**config.mk**
```make
export PLATFORM = sky130hd
export DESIGN_NAME = header_lsu_flat
export DESIGN_NICKNAME = d
export VERILOG_FILES = /design/src/rtl/header_lsu_if.sv /design/src/rtl/header_lsu.sv /design/src/flat_wrapper.sv
export SDC_FILE = /design/constraint.sdc
export NUM_CORES = 1
export LEC_CHECK = 0
export CELL_PAD_IN_SITES_DETAIL_PLACEMENT = 1
export CELL_PAD_IN_SITES_GLOBAL_PLACEMENT = 2
export CORE_UTILIZATION = 20
export DETAILED_ROUTE_END_ITERATION = 8
export PLACE_DENSITY = 0.78
export SYNTH_ARGS = -nofsm -noshare
export SYNTH_HDL_FRONTEND = slang
export SYNTH_SLANG_ARGS = --single-unit
```
**constraint.sdc**
```tcl
create_clock -name clk_i -period 2.9 [get_ports clk_i]
set_clock_uncertainty 0.1 [all_clocks]
set_input_delay 0.58 -clock clk_i [delete_from_list [all_inputs] [get_ports clk_i]]
set_output_delay 0.58 -clock clk_i [all_outputs]
set_load 0.01 [all_outputs]
```
**src/rtl/header_lsu_if.sv**
```systemverilog
// Request, response and memory-side signals of the header load/store unit.
// The master modport is the environment (core plus memory); the slave modport is the LSU.
interface header_lsu_if #(
  parameter int DATA_W = 64
);
  logic              req_val_i;
  logic [1:0]        req_op_i;
  logic [DATA_W-1:0] req_addr_i;
  logic [DATA_W-1:0] req_size_i;
  logic [DATA_W-1:0] req_next_addr_i;
  logic              lsu_ready_o;
  logic              rsp_val_o;
  logic              rsp_err_o;
  logic [DATA_W-1:0] rsp_size_o;
  logic [DATA_W-1:0] rsp_addr_o;
  logic [DATA_W-1:0] rsp_next_addr_o;
  logic              mem_req_o;
  logic              mem_we_o;
  logic [DATA_W-1:0] mem_addr_o;
  logic [DATA_W-1:0] mem_wdata_o;
  logic              mem_gnt_i;
  logic              mem_rvalid_i;
  logic [DATA_W-1:0] mem_rdata_i;

  modport master (
    output req_val_i, req_op_i, req_addr_i, req_size_i, req_next_addr_i,
    output mem_gnt_i, mem_rvalid_i, mem_rdata_i,
    input  lsu_ready_o, rsp_val_o, rsp_err_o, rsp_size_o, rsp_addr_o, rsp_next_addr_o,
    input  mem_req_o, mem_we_o, mem_addr_o, mem_wdata_o
  );

  modport slave (
    input  req_val_i, req_op_i, req_addr_i, req_size_i, req_next_addr_i,
    input  mem_gnt_i, mem_rvalid_i, mem_rdata_i,
    output lsu_ready_o, rsp_val_o, rsp_err_o, rsp_size_o, rsp_addr_o, rsp_next_addr_o,
    output mem_req_o, mem_we_o, mem_addr_o, mem_wdata_o
  );
endinterface

```
**src/rtl/header_lsu.sv**
```systemverilog
// Free-list header load/store unit: one two-word header request at a time,
// sequenced onto a single-port memory with grant/rvalid handshakes.
//
// state      | meaning
// S_IDLE     | ready for a request
// S_W0_REQ   | size word access requested, waiting for grant
// S_W0_WAIT  | size word read granted, waiting for rvalid (LOAD only)
// S_W1_REQ   | next_addr word access requested, waiting for grant
// S_W1_WAIT  | next_addr word read granted, waiting for rvalid (LOAD only)
// S_RSP      | one-cycle response
module header_lsu #(
  parameter int DATA_W = 64,
  parameter int WORD_B = DATA_W / 8
) (
  input logic         clk_i,
  input logic         rst_ni,
  header_lsu_if.slave bus
);

  localparam int                OFF_W    = $clog2(WORD_B);
  localparam logic [DATA_W-1:0] C_WORD_B = DATA_W'(WORD_B);
  localparam logic [1:0]        OP_LOAD       = 2'd0;
  localparam logic [1:0]        OP_STORE_NEXT = 2'd2;
  localparam logic [1:0]        OP_RSVD       = 2'd3;

  typedef enum logic [2:0] {
    S_IDLE    = 3'd0,
    S_W0_REQ  = 3'd1,
    S_W0_WAIT = 3'd2,
    S_W1_REQ  = 3'd3,
    S_W1_WAIT = 3'd4,
    S_RSP     = 3'd5
  } state_t;

  state_t            r_state;
  state_t            w_state_nxt;
  logic              r_load;
  logic              r_err;
  logic [DATA_W-1:0] r_addr;
  logic [DATA_W-1:0] r_size;
  logic [DATA_W-1:0] r_next;

  logic              w_accept;
  logic              w_req_err;
  logic [DATA_W-1:0] w_addr_w1;

  assign w_accept  = bus.req_val_i && (r_state == S_IDLE);
  assign w_req_err = (bus.req_op_i == OP_RSVD) || (bus.req_addr_i[OFF_W-1:0] != '0);
  assign w_addr_w1 = r_addr + C_WORD_B;

  always_ff @(posedge clk_i or negedge rst_ni) begin
    if (!rst_ni) begin
      r_state <= S_IDLE;
    end else begin
      r_state <= w_state_nxt;
    end
  end

  // Response fields double as the write-data holding registers; LOAD overwrites them with read data.
  always_ff @(posedge clk_i or negedge rst_ni) begin
    if (!rst_ni) begin
      r_load <= 1'b0;
      r_err  <= 1'b0;
      r_addr <= '0;
      r_size <= '0;
      r_next <= '0;
    end else begin
      if (w_accept) begin
        r_load <= (bus.req_op_i == OP_LOAD);
        r_err  <= w_req_err;
        r_addr <= bus.req_addr_i;
        r_size <= bus.req_size_i;
        r_next <= bus.req_next_addr_i;
      end
      if ((r_state == S_W0_WAIT) && bus.mem_rvalid_i) begin
        r_size <= bus.mem_rdata_i;
      end
      if ((r_state == S_W1_WAIT) && bus.mem_rvalid_i) begin
        r_next <= bus.mem_rdata_i;
      end
    end
  end

  always_comb begin
    w_state_nxt      = r_state;
    bus.lsu_ready_o  = 1'b0;
    bus.rsp_val_o    = 1'b0;
    bus.mem_req_o    = 1'b0;
    bus.mem_we_o     = 1'b0;
    bus.mem_addr_o   = '0;
    bus.mem_wdata_o  = '0;
    case (r_state)
      S_IDLE: begin
        bus.lsu_ready_o = 1'b1;
        if (w_accept) begin
          if (w_req_err) begin
            w_state_nxt = S_RSP;
          end else if (bus.req_op_i == OP_STORE_NEXT) begin
            w_state_nxt = S_W1_REQ;
          end else begin
            w_state_nxt = S_W0_REQ;
          end
        end
      end
      S_W0_REQ: begin
        bus.mem_req_o   = 1'b1;
        bus.mem_we_o    = !r_load;
        bus.mem_addr_o  = r_addr;
        bus.mem_wdata_o = r_load ? '0 : r_size;
        if (bus.mem_gnt_i) begin
          w_state_nxt = r_load ? S_W0_WAIT : S_W1_REQ;
        end
      end
      S_W0_WAIT: begin
        if (bus.mem_rvalid_i) begin
          w_state_nxt = S_W1_REQ;
        end
      end
      S_W1_REQ: begin
        bus.mem_req_o   = 1'b1;
        bus.mem_we_o    = !r_load;
        bus.mem_addr_o  = w_addr_w1;
        bus.mem_wdata_o = r_load ? '0 : r_next;
        if (bus.mem_gnt_i) begin
          w_state_nxt = r_load ? S_W1_WAIT : S_RSP;
        end
      end
      S_W1_WAIT: begin
        if (bus.mem_rvalid_i) begin
          w_state_nxt = S_RSP;
        end
      end
      S_RSP: begin
        bus.rsp_val_o = 1'b1;
        w_state_nxt   = S_IDLE;
      end
      default: begin
        w_state_nxt = S_IDLE;
      end
    endcase
  end

  assign bus.rsp_err_o       = r_err;
  assign bus.rsp_size_o      = r_size;
  assign bus.rsp_addr_o      = r_addr;
  assign bus.rsp_next_addr_o = r_next;

endmodule

```
**src/flat_wrapper.sv**
```systemverilog
// flat-port wrapper written by rule: the top's interface ports become plain ports
module header_lsu_flat 
#(
  parameter int DATA_W = 64,
  parameter int WORD_B = DATA_W / 8
)
  (clk_i, rst_ni, bus_req_val_i, bus_req_op_i, bus_req_addr_i, bus_req_size_i, bus_req_next_addr_i, bus_mem_gnt_i, bus_mem_rvalid_i, bus_mem_rdata_i, bus_lsu_ready_o, bus_rsp_val_o, bus_rsp_err_o, bus_rsp_size_o, bus_rsp_addr_o, bus_rsp_next_addr_o, bus_mem_req_o, bus_mem_we_o, bus_mem_addr_o, bus_mem_wdata_o);
  header_lsu_if #(.DATA_W(DATA_W)) bus_i ();
  input logic clk_i;
  input logic rst_ni;
  input wire logic [$bits(bus_i.req_val_i)-1:0] bus_req_val_i;
  input wire logic [$bits(bus_i.req_op_i)-1:0] bus_req_op_i;
  input wire logic [$bits(bus_i.req_addr_i)-1:0] bus_req_addr_i;
  input wire logic [$bits(bus_i.req_size_i)-1:0] bus_req_size_i;
  input wire logic [$bits(bus_i.req_next_addr_i)-1:0] bus_req_next_addr_i;
  input wire logic [$bits(bus_i.mem_gnt_i)-1:0] bus_mem_gnt_i;
  input wire logic [$bits(bus_i.mem_rvalid_i)-1:0] bus_mem_rvalid_i;
  input wire logic [$bits(bus_i.mem_rdata_i)-1:0] bus_mem_rdata_i;
  output wire logic [$bits(bus_i.lsu_ready_o)-1:0] bus_lsu_ready_o;
  output wire logic [$bits(bus_i.rsp_val_o)-1:0] bus_rsp_val_o;
  output wire logic [$bits(bus_i.rsp_err_o)-1:0] bus_rsp_err_o;
  output wire logic [$bits(bus_i.rsp_size_o)-1:0] bus_rsp_size_o;
  output wire logic [$bits(bus_i.rsp_addr_o)-1:0] bus_rsp_addr_o;
  output wire logic [$bits(bus_i.rsp_next_addr_o)-1:0] bus_rsp_next_addr_o;
  output wire logic [$bits(bus_i.mem_req_o)-1:0] bus_mem_req_o;
  output wire logic [$bits(bus_i.mem_we_o)-1:0] bus_mem_we_o;
  output wire logic [$bits(bus_i.mem_addr_o)-1:0] bus_mem_addr_o;
  output wire logic [$bits(bus_i.mem_wdata_o)-1:0] bus_mem_wdata_o;
  assign bus_i.req_val_i = bus_req_val_i;
  assign bus_i.req_op_i = bus_req_op_i;
  assign bus_i.req_addr_i = bus_req_addr_i;
  assign bus_i.req_size_i = bus_req_size_i;
  assign bus_i.req_next_addr_i = bus_req_next_addr_i;
  assign bus_i.mem_gnt_i = bus_mem_gnt_i;
  assign bus_i.mem_rvalid_i = bus_mem_rvalid_i;
  assign bus_i.mem_rdata_i = bus_mem_rdata_i;
  assign bus_lsu_ready_o = bus_i.lsu_ready_o;
  assign bus_rsp_val_o = bus_i.rsp_val_o;
  assign bus_rsp_err_o = bus_i.rsp_err_o;
  assign bus_rsp_size_o = bus_i.rsp_size_o;
  assign bus_rsp_addr_o = bus_i.rsp_addr_o;
  assign bus_rsp_next_addr_o = bus_i.rsp_next_addr_o;
  assign bus_mem_req_o = bus_i.mem_req_o;
  assign bus_mem_we_o = bus_i.mem_we_o;
  assign bus_mem_addr_o = bus_i.mem_addr_o;
  assign bus_mem_wdata_o = bus_i.mem_wdata_o;
  header_lsu #(.DATA_W(DATA_W), .WORD_B(WORD_B)) u_core (.clk_i(clk_i), .rst_ni(rst_ni), .bus(bus_i));
endmodule
```
* Yosys cells after proc, flatten, opt, wreduce, memory -nomap -nowiden
Index checks and enable logic that the tools add are counted.
** Cells by class
- Add/sub/neg operators :: 1
- Equality and inequality tests :: 12
- Multiplexer cells :: 22
- Reduce and logical (&&, ||, !) cells :: 12
** Operators with widths (count)
- 2-to-1 mux 64 bit :: 6
- one-hot mux 64 bit (2 select lines) :: 2
- adder 64 x 4 -> 64 bit, second input constant :: 1
- 2-to-1 mux 3 bit :: 6
- one-hot mux 3 bit (5 select lines) :: 1
- inequality test 2 bit, second input constant :: 4
- == test 3 x 2 -> 1 bit, second input constant :: 2
- == test 3 bit, second input constant :: 2
- 2-to-1 mux 1 bit :: 6
- AND reduction 5 bit :: 1
- == test 2 bit, second input constant :: 2
- nonzero test 2 bit :: 2
- == test 3 x 1 -> 1 bit, second input constant :: 1
- logical AND 1 bit :: 3
- zero test 3 bit :: 1
- nonzero test 3 bit :: 1
- zero test 2 bit :: 1
- 2-to-1 mux 2 bit :: 1
- inequality test 2 x 1 -> 1 bit, second input constant :: 1
- OR reduction 2 bit :: 1
- zero test 1 bit :: 1
- logical OR 1 bit :: 1
** Storage, ports and cells
- Register bits :: 197
- Output and inout bits :: 325
- Word-level logic and storage cells :: 53

* Longest topological paths before layout
- Depth in word-level cells :: 5
- Depth in mapped cells :: 8
- Mapped depth without buffers :: 6

* Least setup slack after synthesis
Ideal clock, no wire load.
- Path kind :: register to output
- Start point :: register u_core.r_addr[26] (netlist: u_core.bus.rsp_addr_o[26])
- End point :: output port bus_mem_addr_o[52]
- Arrival :: 2.379 ns
- Required time :: 2.220 ns
- Setup slack :: -0.159 ns
- Cell stages (with the launch flop) :: 8
- Buffers on the path :: 2
- Cells stage by stage :: dfrtp_1 nand3_2 or3_1 buf_2 or4_1 buf_2 or4_1 a21oi_1
** On the way
- Longest elaborated chain between the ends :: 2
** Ends and longest elaborated chain
- start, declared :: line header_lsu.sv:39 : logic [DATA_W-1:0] r_addr;
- start signal, assigned :: line header_lsu.sv:71 : r_addr <= bus.req_addr_i;
- adder 64 x 4 -> 64 bit :: line header_lsu.sv:49 : assign w_addr_w1 = r_addr + C_WORD_B;
- one-hot mux 64 bit (2 select lines) :: line header_lsu.sv:92 : case (r_state)
- end, declared :: line flat_wrapper.sv:27 : output wire logic [$bits(bus_i.mem_addr_o)-1:0] bus_mem_addr_o;
Every way passes these cells.

* Worst setup path in the final report
- Start point :: register u_core.r_addr[14] (netlist: u_core.bus.rsp_addr_o[14])
- End point :: output port bus_mem_addr_o[56]
Same word-level chain as after synthesis.

==> summary.md <==
| Metric | Value |
|---|---|
| Cells after Synth | ~1200 |
| Cell taking the most area after synthesis | dfrtp_1 |
| Placed cell areas | 0.0192 mm² |
| Max-Slew Margin vs Limit | 0.527 |
| Clock Sinks | between 150 and 200 |
| Mapped Area | 0.0109 mm² |
| Top-area cell type share of the netlist area | 0.453 |
| H-tree depth | 4 |
| P_leak | 9.19 nW |
| Final instance area | 0.0207 mm² |
| Antenna diodes | 0 |
| Fmax achieved | 294 MHz |
| FP Rows | 85 |
| Setup-failing EPs final | 47 |
| Synth area leaders | dfrtp_1 45%, mux2i_1 12%, nor2_1 8.1%, mux2_2 6.7%, o22ai_1 3.7% |
| Status | complete, but fails checks |
| Clock latency on the worst-skew pair | around 0.50 ns |
| Seq/Total Area, Yosys | 0.453 |
| Startpoint types | register |
| Core area | 0.0538 mm² |
| R2R Setup Slk | 0.32 ns |
| Final worst path period share | 1.17 |
| Filler cell count | slightly above 6000 |
| Crit path setup slack, layout | -0.505 ns |
| Yosys warning count | 0 |
| Chip width | about 240 µm |
| First-pass detailed-route iteration total | 5 |
| R2r startpoint | u_core.r_state[1]$_DFFE_PN0P_ |
| Vias in the first global route | 13832 |
| Area grow syn2layout | 90.7% |
| Crit path time final | 3.41 ns |
| GR Overflow Total | 0 |
| Cell variety after synth | 43 |
| Mean cell area of the mapped netlist | 9.20 µm² |
| Layout cells sized above 1 | 0.268 |
| CP arrival | approximately 2.7 ns |
| Number of synthesized flops with an enable pin | 0 |
| CTS Buf Count | 17 |
| FF+latch count, synth | 197 |
| Initial antenna violation count | 3 |
| Type of the worst setup path | register to output port |
| Final wirelength | 63.3 mm |
| Crit. End Element | output port |
| # DRC | 0 |
| Nets | 2235 |
| RSZ-0062 raised after global routing | true |
| Final Non-Filler Cells | 2680 |
| Largest net degree at the start of global routing | 75 |
| Post-synth ARST share | 1.00 |
| Clock Tree Buf Depth | 2 |
| RR Endpoint | u_core.bus.rsp_addr_o[24]$_DFFE_PN0P_ |
| Drt wl/cell | about 24 µm |
| Max Cap Viol | 0 |
| Root buffer cell | clkbuf_16 |
| FF-to-FF path depth | 9 |
| Post-DRT Antenna Nets | 0 |
| Clock transition at the registers of the reported paths | around 0.08 ns |
| Port bufs | 587 |
| Dpl cells | ~2600 |
| DIE HEIGHT | ~240 µm |
| Pwr per Cell Area | between 1000 and 1500 mW/mm² |
| Max Slew Vio Count | 0 |
| First-pass GRT wire length | 92.3 mm |
| Die area | 0.0553 mm² |
| Main synth FF type | dfrtp_1 |
| RePlAce Congestion | 0.916 |
| DP HPWL | around 47 mm |
| Violated checks | setup timing |
| Hold_buf cts | 0 |
| CTS tree | built |
| Starting Density | 0.202 |
| Final Hold Fails | 0 |
| Via count | 12730 |
| Io pins | 588 |
| Worst endpoint required time | 2.22 ns |
| Worst vdd ir | around 0.00044 V |
| Fin Setup TNS | -12.59 ns |
| Total GRT Usage | 0.225 |
| Worst-Margin Slew | 0.710 ns |
| Drt via density | about 4.8 |
| Post-Syn Nets | about 1400 |
| Crit path max fanout | 3 |
| DRT iter0 DRCs | 645 |
| Worst hold path class | primary input to async pin |
-- how the worst max path moves through the flow --
stage / from / end / slack, ns / depth (start not counted)
after detailed placement: u_core.bus.rsp_addr_o[27]$_DFFE_PN0P_ / bus_mem_addr_o[58] / -0.49 / 6
final: u_core.bus.rsp_addr_o[14]$_DFFE_PN0P_ / bus_mem_addr_o[56] / -0.51 / 8
after global routing: u_core.bus.rsp_addr_o[16]$_DFFE_PN0P_ / bus_mem_addr_o[56] / -0.59 / 8
after floorplan: u_core.bus.rsp_addr_o[26]$_DFFE_PN0P_ / bus_mem_addr_o[58] / -0.03 / 7
after global placement: u_core.bus.rsp_addr_o[27]$_DFFE_PN0P_ / bus_mem_addr_o[52] / -0.44 / 6
after CTS: u_core.bus.rsp_addr_o[27]$_DFFE_PN0P_ / bus_mem_addr_o[58] / -0.56 / 6
-- metrics by stage --
stage | util | total power, mW | worst slack, ns | hold slack [ns]
2_1_floorplan | - | 10.7 | -0.0299 | 0.184
3_3_place_gp | 0.356 | 19.3 | -0.436 | 0.370
3_5_place_dp | 0.356 | 19.5 | -0.491 | 0.386
4_1_cts | 0.379 | 22.7 | -0.556 | 0.0160
5_1_grt | 0.386 | 24.1 | -0.590 | 0.0607
6_report | 0.386 | 22.8 | -0.505 | 0.0269
-- cell usage in the layout (no fill, tap or decap), types with 37 or more instances in the layout --
cell,n
buf_2,46
buf_4,195
buf_6,44
clkdlybuf4s50_1,456
dfrtp_1,188
dlygate4sd2_1,65
mux2_2,65
mux2i_1,128
nand2_1,84
nand4_1,37
nor2_1,232
o21ai_0,77
o22ai_1,65
-- Yosys cell counts (17+ instances only) --
cell type  count
xor2_1        22
a21oi_1       29
or3_1         17
o21ai_0       81
mux2_2        65
clkbuf_1      58
nand3_1       24
o22ai_1       65
nor2_1       236
mux2i_1      129
nand2_1       91
buf_1         19
dfrtp_1      197
nand4_1       37
-- cells by family after synthesis --
group	share of synthesized area
AOI/OAI and AO/OA	0.105
xor gates and xnor gates	0.0250
adders and majority gates	0.00115
buffers and inverters	0.0314
DFF	0.453
muxes	0.186
and+or+nand+nor	0.199
-- layer usage --
layer / global-route usage / vias to the layer above / part of all wire / wire length, µm
met3: 0.0644 / 83 / 0.072 / 4530
li1: - / 5800 / - / -
met2: 0.406 / 525 / 0.51 / 32200
met1: 0.253 / 6316 / 0.39 / 24900
met5: 0 / - / 0.00066 / 42
met4: 0.0703 / 6 / 0.026 / 1650
-- flip-flops by register name (all words and copies together) (netlist names) --
signal,cells
u_core.bus.rsp_addr_o,64
u_core.bus.rsp_err_o,1
u_core.r_load,1
u_core.bus.rsp_next_addr_o,64
u_core.bus.rsp_size_o,64
u_core.r_state,3
-- power breakdown --
part / switching [mW] / internal [mW]
Clock: 1.27 / 1.32
Combinational: 7.33 / 7.44
Sequential: 1.32 / 4.17
Total: 9.92 / 12.9
-- critical path, stage by stage (launching register included) --
cell,delay (ns)
dfrtp_1,0.40
and4_4,0.25
nor4bb_4,0.27
buf_4,0.16
nand4_1,0.21
buf_4,0.22
or4_4,0.43
a21oi_4,0.16
buf_6,0.12
-- final cells by class --
cell class	count	area (µm²)	area share
Clock inverter	13	160	0.00772
Timing Repair Buffer	846	8020	0.387
Clock buffer	19	443	0.0213
Multi-Input combinational cell	899	6270	0.302
Inverter	10	41.3	0.00199
Sequential cell	197	4940	0.238
Tap cell	696	871	0.0420
-- timing repair --
action,in CTS,in global routing
endpoints found under the setup margin,125,65
resized for setup,388,95
hold endpoints to repair,0,0
buffers inserted,45,14
pin swaps,57,48
gates cloned,6,0
No activity file was read; power rests on OpenSTA's default activity.
